[config.mk]
export PLATFORM = sky130hd
export DESIGN_NAME = dmem_arbiter_flat
export DESIGN_NICKNAME = d
export VERILOG_FILES = /design/src/rtl/dmem_arbiter_if.sv /design/src/rtl/dmem_arbiter.sv /design/src/flat_wrapper.sv
export SDC_FILE = /design/constraint.sdc
export NUM_CORES = 1
export LEC_CHECK = 0
export CAP_MARGIN = 20
export CORE_MARGIN = 3
export CORE_UTILIZATION = 45
export CTS_CLUSTER_DIAMETER = 120
export DETAILED_ROUTE_END_ITERATION = 10
export PLACE_DENSITY = 0.91
export SKIP_CTS_REPAIR_TIMING = 1
export SLEW_MARGIN = 10
export SYNTH_ARGS = -nofsm -noshare
export SYNTH_HDL_FRONTEND = slang
export SYNTH_SLANG_ARGS = --single-unit
[constraint.sdc]
create_clock -name clk_i -period 4 [get_ports clk_i]
set_input_delay 0.8 -clock clk_i [delete_from_list [all_inputs] [get_ports clk_i]]
set_output_delay 0.8 -clock clk_i [all_outputs]
set_load 0.01 [all_outputs]
[src/rtl/dmem_arbiter_if.sv]
// Bus bundle between the two data-memory masters, the arbiter and Data_Memory.
// The arbiter takes the slave view; requesters and memory model take the master view.
interface dmem_arbiter_if;
    logic        m0_req_i;
    logic        m0_we_i;
    logic [31:0] m0_addr_i;
    logic [31:0] m0_wdata_i;
    logic        m0_ack_o;
    logic [31:0] m0_rdata_o;

    logic        m1_req_i;
    logic        m1_we_i;
    logic [31:0] m1_addr_i;
    logic [31:0] m1_wdata_i;
    logic        m1_ack_o;
    logic [31:0] m1_rdata_o;

    logic [31:0] mem_addr_o;
    logic [31:0] mem_wdata_o;
    logic        mem_read_o;
    logic        mem_write_o;
    logic [31:0] mem_rdata_i;
    logic        busy_o;

    modport slave (
        input  m0_req_i, m0_we_i, m0_addr_i, m0_wdata_i,
        output m0_ack_o, m0_rdata_o,
        input  m1_req_i, m1_we_i, m1_addr_i, m1_wdata_i,
        output m1_ack_o, m1_rdata_o,
        output mem_addr_o, mem_wdata_o, mem_read_o, mem_write_o,
        input  mem_rdata_i,
        output busy_o
    );

    modport master (
        output m0_req_i, m0_we_i, m0_addr_i, m0_wdata_i,
        input  m0_ack_o, m0_rdata_o,
        output m1_req_i, m1_we_i, m1_addr_i, m1_wdata_i,
        input  m1_ack_o, m1_rdata_o,
        input  mem_addr_o, mem_wdata_o, mem_read_o, mem_write_o,
        output mem_rdata_i,
        input  busy_o
    );
endinterface

[src/rtl/dmem_arbiter.sv]
// Round-robin two-port arbiter in front of the single-port data memory.
// One access at a time: IDLE -> ACCESS (LATENCY cycles) -> DONE (ack) -> IDLE.
module dmem_arbiter #(
    parameter int unsigned LATENCY = 3
) (
    input logic           clk_i,
    input logic           rst_i,
    dmem_arbiter_if.slave bus
);
    typedef enum logic [1:0] {
        IDLE,
        ACCESS,
        DONE
    } state_t;

    localparam logic [3:0] LAST = 4'(LATENCY - 1);

    state_t      state;
    state_t      state_nxt;
    logic [3:0]  cnt;
    logic        last_grant;
    logic        gnt;
    logic        pick;
    logic        any_req;
    logic        last_cyc;
    logic        lat_we;
    logic [31:0] lat_addr;
    logic [31:0] lat_wdata;
    logic [31:0] rdata0;
    logic [31:0] rdata1;

    assign any_req  = bus.m0_req_i | bus.m1_req_i;
    // on a tie the port that did not win last time goes next
    assign pick     = (bus.m0_req_i & bus.m1_req_i) ? ~last_grant
                                                    : bus.m1_req_i;
    assign last_cyc = (state == ACCESS) && (cnt == LAST);

    always_ff @(posedge clk_i or negedge rst_i) begin
        if (!rst_i) begin
            state <= IDLE;
        end else begin
            state <= state_nxt;
        end
    end

    always_comb begin
        state_nxt       = state;
        bus.mem_addr_o  = '0;
        bus.mem_wdata_o = '0;
        bus.mem_read_o  = 1'b0;
        bus.mem_write_o = 1'b0;
        bus.m0_ack_o    = 1'b0;
        bus.m1_ack_o    = 1'b0;
        bus.busy_o      = (state != IDLE);
        unique case (state)
            IDLE: begin
                if (any_req) state_nxt = ACCESS;
            end
            ACCESS: begin
                bus.mem_addr_o  = lat_addr;
                bus.mem_wdata_o = lat_wdata;
                bus.mem_write_o = lat_we;
                bus.mem_read_o  = ~lat_we;
                if (cnt == LAST) state_nxt = DONE;
            end
            DONE: begin
                bus.m0_ack_o = ~gnt;
                bus.m1_ack_o = gnt;
                state_nxt    = IDLE;
            end
            default: state_nxt = IDLE;
        endcase
    end

    always_ff @(posedge clk_i or negedge rst_i) begin
        if (!rst_i) begin
            cnt        <= '0;
            last_grant <= 1'b1;
            gnt        <= 1'b0;
            lat_we     <= 1'b0;
            lat_addr   <= '0;
            lat_wdata  <= '0;
            rdata0     <= '0;
            rdata1     <= '0;
        end else begin
            if (state == ACCESS && !last_cyc) begin
                cnt <= cnt + 4'd1;
            end else begin
                cnt <= '0;
            end
            if (state == IDLE && any_req) begin
                gnt        <= pick;
                last_grant <= pick;
                lat_we     <= pick ? bus.m1_we_i : bus.m0_we_i;
                lat_addr   <= pick ? bus.m1_addr_i : bus.m0_addr_i;
                lat_wdata  <= pick ? bus.m1_wdata_i : bus.m0_wdata_i;
            end
            if (last_cyc && !lat_we) begin
                if (gnt) begin
                    rdata1 <= bus.mem_rdata_i;
                end else begin
                    rdata0 <= bus.mem_rdata_i;
                end
            end
        end
    end

    assign bus.m0_rdata_o = rdata0;
    assign bus.m1_rdata_o = rdata1;
endmodule

[src/flat_wrapper.sv]
// flat-port wrapper written by rule: the top's interface ports become plain ports
module dmem_arbiter_flat 
#(
    parameter int unsigned LATENCY = 3
)
  (clk_i, rst_i, bus_m0_req_i, bus_m0_we_i, bus_m0_addr_i, bus_m0_wdata_i, bus_m0_ack_o, bus_m0_rdata_o, bus_m1_req_i, bus_m1_we_i, bus_m1_addr_i, bus_m1_wdata_i, bus_m1_ack_o, bus_m1_rdata_o, bus_mem_addr_o, bus_mem_wdata_o, bus_mem_read_o, bus_mem_write_o, bus_mem_rdata_i, bus_busy_o);
  dmem_arbiter_if bus_i ();
  input logic clk_i;
  input logic rst_i;
  input wire logic [$bits(bus_i.m0_req_i)-1:0] bus_m0_req_i;
  input wire logic [$bits(bus_i.m0_we_i)-1:0] bus_m0_we_i;
  input wire logic [$bits(bus_i.m0_addr_i)-1:0] bus_m0_addr_i;
  input wire logic [$bits(bus_i.m0_wdata_i)-1:0] bus_m0_wdata_i;
  output wire logic [$bits(bus_i.m0_ack_o)-1:0] bus_m0_ack_o;
  output wire logic [$bits(bus_i.m0_rdata_o)-1:0] bus_m0_rdata_o;
  input wire logic [$bits(bus_i.m1_req_i)-1:0] bus_m1_req_i;
  input wire logic [$bits(bus_i.m1_we_i)-1:0] bus_m1_we_i;
  input wire logic [$bits(bus_i.m1_addr_i)-1:0] bus_m1_addr_i;
  input wire logic [$bits(bus_i.m1_wdata_i)-1:0] bus_m1_wdata_i;
  output wire logic [$bits(bus_i.m1_ack_o)-1:0] bus_m1_ack_o;
  output wire logic [$bits(bus_i.m1_rdata_o)-1:0] bus_m1_rdata_o;
  output wire logic [$bits(bus_i.mem_addr_o)-1:0] bus_mem_addr_o;
  output wire logic [$bits(bus_i.mem_wdata_o)-1:0] bus_mem_wdata_o;
  output wire logic [$bits(bus_i.mem_read_o)-1:0] bus_mem_read_o;
  output wire logic [$bits(bus_i.mem_write_o)-1:0] bus_mem_write_o;
  input wire logic [$bits(bus_i.mem_rdata_i)-1:0] bus_mem_rdata_i;
  output wire logic [$bits(bus_i.busy_o)-1:0] bus_busy_o;
  assign bus_i.m0_req_i = bus_m0_req_i;
  assign bus_i.m0_we_i = bus_m0_we_i;
  assign bus_i.m0_addr_i = bus_m0_addr_i;
  assign bus_i.m0_wdata_i = bus_m0_wdata_i;
  assign bus_m0_ack_o = bus_i.m0_ack_o;
  assign bus_m0_rdata_o = bus_i.m0_rdata_o;
  assign bus_i.m1_req_i = bus_m1_req_i;
  assign bus_i.m1_we_i = bus_m1_we_i;
  assign bus_i.m1_addr_i = bus_m1_addr_i;
  assign bus_i.m1_wdata_i = bus_m1_wdata_i;
  assign bus_m1_ack_o = bus_i.m1_ack_o;
  assign bus_m1_rdata_o = bus_i.m1_rdata_o;
  assign bus_mem_addr_o = bus_i.mem_addr_o;
  assign bus_mem_wdata_o = bus_i.mem_wdata_o;
  assign bus_mem_read_o = bus_i.mem_read_o;
  assign bus_mem_write_o = bus_i.mem_write_o;
  assign bus_i.mem_rdata_i = bus_mem_rdata_i;
  assign bus_busy_o = bus_i.busy_o;
  dmem_arbiter #(.LATENCY(LATENCY)) u_core (.clk_i(clk_i), .rst_i(rst_i), .bus(bus_i));
endmodule
==> summary.txt <==
Die ar. - 15900 µm²
wire per inst - 19.2 µm
switching share of power - 30.7%
internal power - 5.58 mW
TNS Setup - 0 ns
P per Cell Area - 785 nW/µm²
multi-input logic area - 2930 µm²
Clk pwr share - 20.5%
Seq pwr share - 30.8%
min Tclk post-route - 3.30 ns
Slew HR - 27.3%
cell family with most CP delay - buffers and inverters
Synth async-reset ratio - 100%
gpl congestion - 0.831
Comb power frac - 48.7%
Pins Over Slew Limit - 0
CTS tree - done
CP Launch Point - u_core.state[0]
synth unique cells - 28
Clock Latency Late Sink - 0.41 ns
crit path max fanout - 43
synth-to-layout area growth - 58.2%
Core Rows - 43
FMAX - 303 MHz
Starting Density - 46.4%
Synth area leader - dfrtp_1
die extent in x - 126 µm
Sw Pwr - 2.47 mW
post-synthesis sequential area ratio - 52.9%
IO Pins - 299
register area - 3430 µm²
drt via density - 5.01
post-detail-place hpwl - 13200 µm
layout cell share with drive strength beyond 1 - 31.2%
grt ovf - 0
post-route cell area - 10300 µm²
slowest cell on the critical path - clkdlybuf4s50_1
ranking of synthesized cells by area - dfrtp_1 (52%), mux2_2 (28%), mux2_4 (6.9%)
vias in the first global route - 5273
RR Startpoint - u_core.cnt[0]
status - finished clean
YS warnings - 0
Worst-Margin Slew - 1.09 ns
Post-synth top cells - mux2_2 (163), dfrtp_1 (136), and2_1 (65)
root buf cell - clkbuf_16
syn_area_per_cell - 14.2 µm²
count leader, synth - mux2_2
Post-Layout Cell Count - 945
cell area after placement - 9630 µm²
Final Hold Vio Count - 0
fin util - 73.3%
CTS Sinks - 137
CP cell instances - nor2b_4 -> buf_4 -> and2_1 -> clkdlybuf4s50_1
# diodes - 0
Max Cap Viol - 0
worst hold path class - primary input to async pin
final setup vio count - 0
Critical Path AT - 2.50 ns
core area - 14000 µm²
Hold Slack - 0.454 ns
Synth Register Bits - 137
cts bufs inserted - 17
post-placement cell count - 913
DR vias - 4733
Top Metal Used - met4
initial antenna violation count - 0
IO Port Bufs - 298
Detailed Route Iter0 Violations - 154
drt drc - 0
WL met3 - 958 µm
VDD IR max - 516 µV
part of the cycle the worst path needs - 82.5%
Post-synth EDFFs - 0
met1 wire length - 6630 µm
Routed Wire Length - 18100 µm
crit path launch type - flip-flop
clock slew at reported path FFs - 0.07 ns
first-pass GRT wire length - 28600 µm
LEAKAGE - 4.30 nW
filler instances - 916
Synth top area share - 52.5%
Pre-antenna DRT Iters - 6
dominant synthesized flop cell - dfrtp_1
Synthesized Nets - 625
Crit Path Class - flip-flop to primary output
slowest stage delay, CP - 0.57 ns
WL met2 - 9850 µm
Synth Cell Area - 6480 µm²
Antenna Nets Post-Route - 0
post-synthesis cell count - 457
Nets - 920
all-layer global routing usage - 22.8%
RSZ-0062 raised after global routing - no
worst path bufs/invs - 2
nature of the critical path endpoint - primary output
required time worst endpoint - 3.20 ns
Clock Tree Buf Depth - 2
H-tree levels - 4
clock skew - 0.00996 ns
largest net degree at the start of global routing - 97
Die Y - 126 µm
-- state kept, by name, indices dropped and copies added (netlist names), 2 cells and up --
name	flops
u_core.bus.m1_rdata_o	32
u_core.lat_wdata	32
u_core.lat_addr	32
u_core.state	2
u_core.bus.m0_rdata_o	32
u_core.cnt	4
-- kinds of logic after synthesis --
kind of cell | count (synthesis) | share of synthesized area [%]
fa+ha+maj | 2 | 0.386
simple gates | 87 | 8.28
mux | 194 | 35.4
compound gates | 6 | 0.540
flops | 137 | 52.9
buf+inv | 30 | 2.33
xor+xnor | 1 | 0.135
-- worst register-to-register path, delay by kind of cell (launching register included) --
kind / cells / cell delay, ns
adders and majority gates: 1 / 0.17
buffers and inverters: 1 / 0.07
DFF: 1 / 0.41
muxes: 1 / 0.51
and+or+nand+nor: 2 / 1.50
-- cells in the final DEF (no fill, tap or decap), types with 2 or more instances in the layout --
cell type        netlist  final
and2_1                65     65
buf_4                  0      5
bufinv_16              0      4
clkbuf_16              0     17
clkdlybuf4s50_1        0    297
clkinv_2               0      2
clkinv_4               0      3
clkinvlp_4             0      3
dfrtp_1              136    136
ha_1                   2      2
inv_1                  2      2
inv_6                  0      2
mux2_2               163    163
mux2_4                30     30
nand2_1                2      2
nand2b_1               3      3
nor2_1                 7      6
nor3b_1                2      2
o21ai_0                4      4
-- final timing paths --
path	to	slack, ns	cells after the start
max	bus_mem_addr_o[15]	0.70	4
min	u_core.bus.m0_rdata_o[27]	0.45	1
max reg2reg	u_core.bus.m1_rdata_o[16]	1.22	5
min reg2reg	u_core.cnt[0]	0.49	1
max in group asynchronous	u_core.lat_addr[25]	2.65	2
min in group clk_i	u_core.cnt[0]	0.49	1
-- per-layer routing --
metal  track usage, %  up-vias
met4             9.09        0
li1                 -     2177
met5                0        -
met1             24.9     2340
met3             5.89       38
met2             42.1      178
-- layout make-up --
| type | instances | area share [%] |
|---|---|---|
| multi-input cells | 290 | 28.5 |
| clock inverters | 14 | 1.92 |
| inverters | 2 | 0.0732 |
| flip-flops and latches | 137 | 33.4 |
| clock buffers | 18 | 4.18 |
| repair buffers | 304 | 29.7 |
| well taps | 180 | 2.20 |
-- power groups by stage --
stage               clock network, mW  logic, mW  registers, mW
global route                     1.74       4.17           2.57
global placement                    0       3.85           2.43
finish                           1.65       3.92           2.48
CTS                              1.68       3.99           2.48
floorplan                           0       1.79           2.53
detailed placement                  0       3.95           2.49
-- stage by stage --
stage                     power [mW]  worst slack [ns]
after floorplan                 4.32              1.73
after global placement          6.28              1.08
after detailed placement        6.44              1.04
after CTS                       8.14             0.643
after global routing            8.48             0.545
final                           8.05             0.699
No activity file was read; power rests on OpenSTA's default activity.
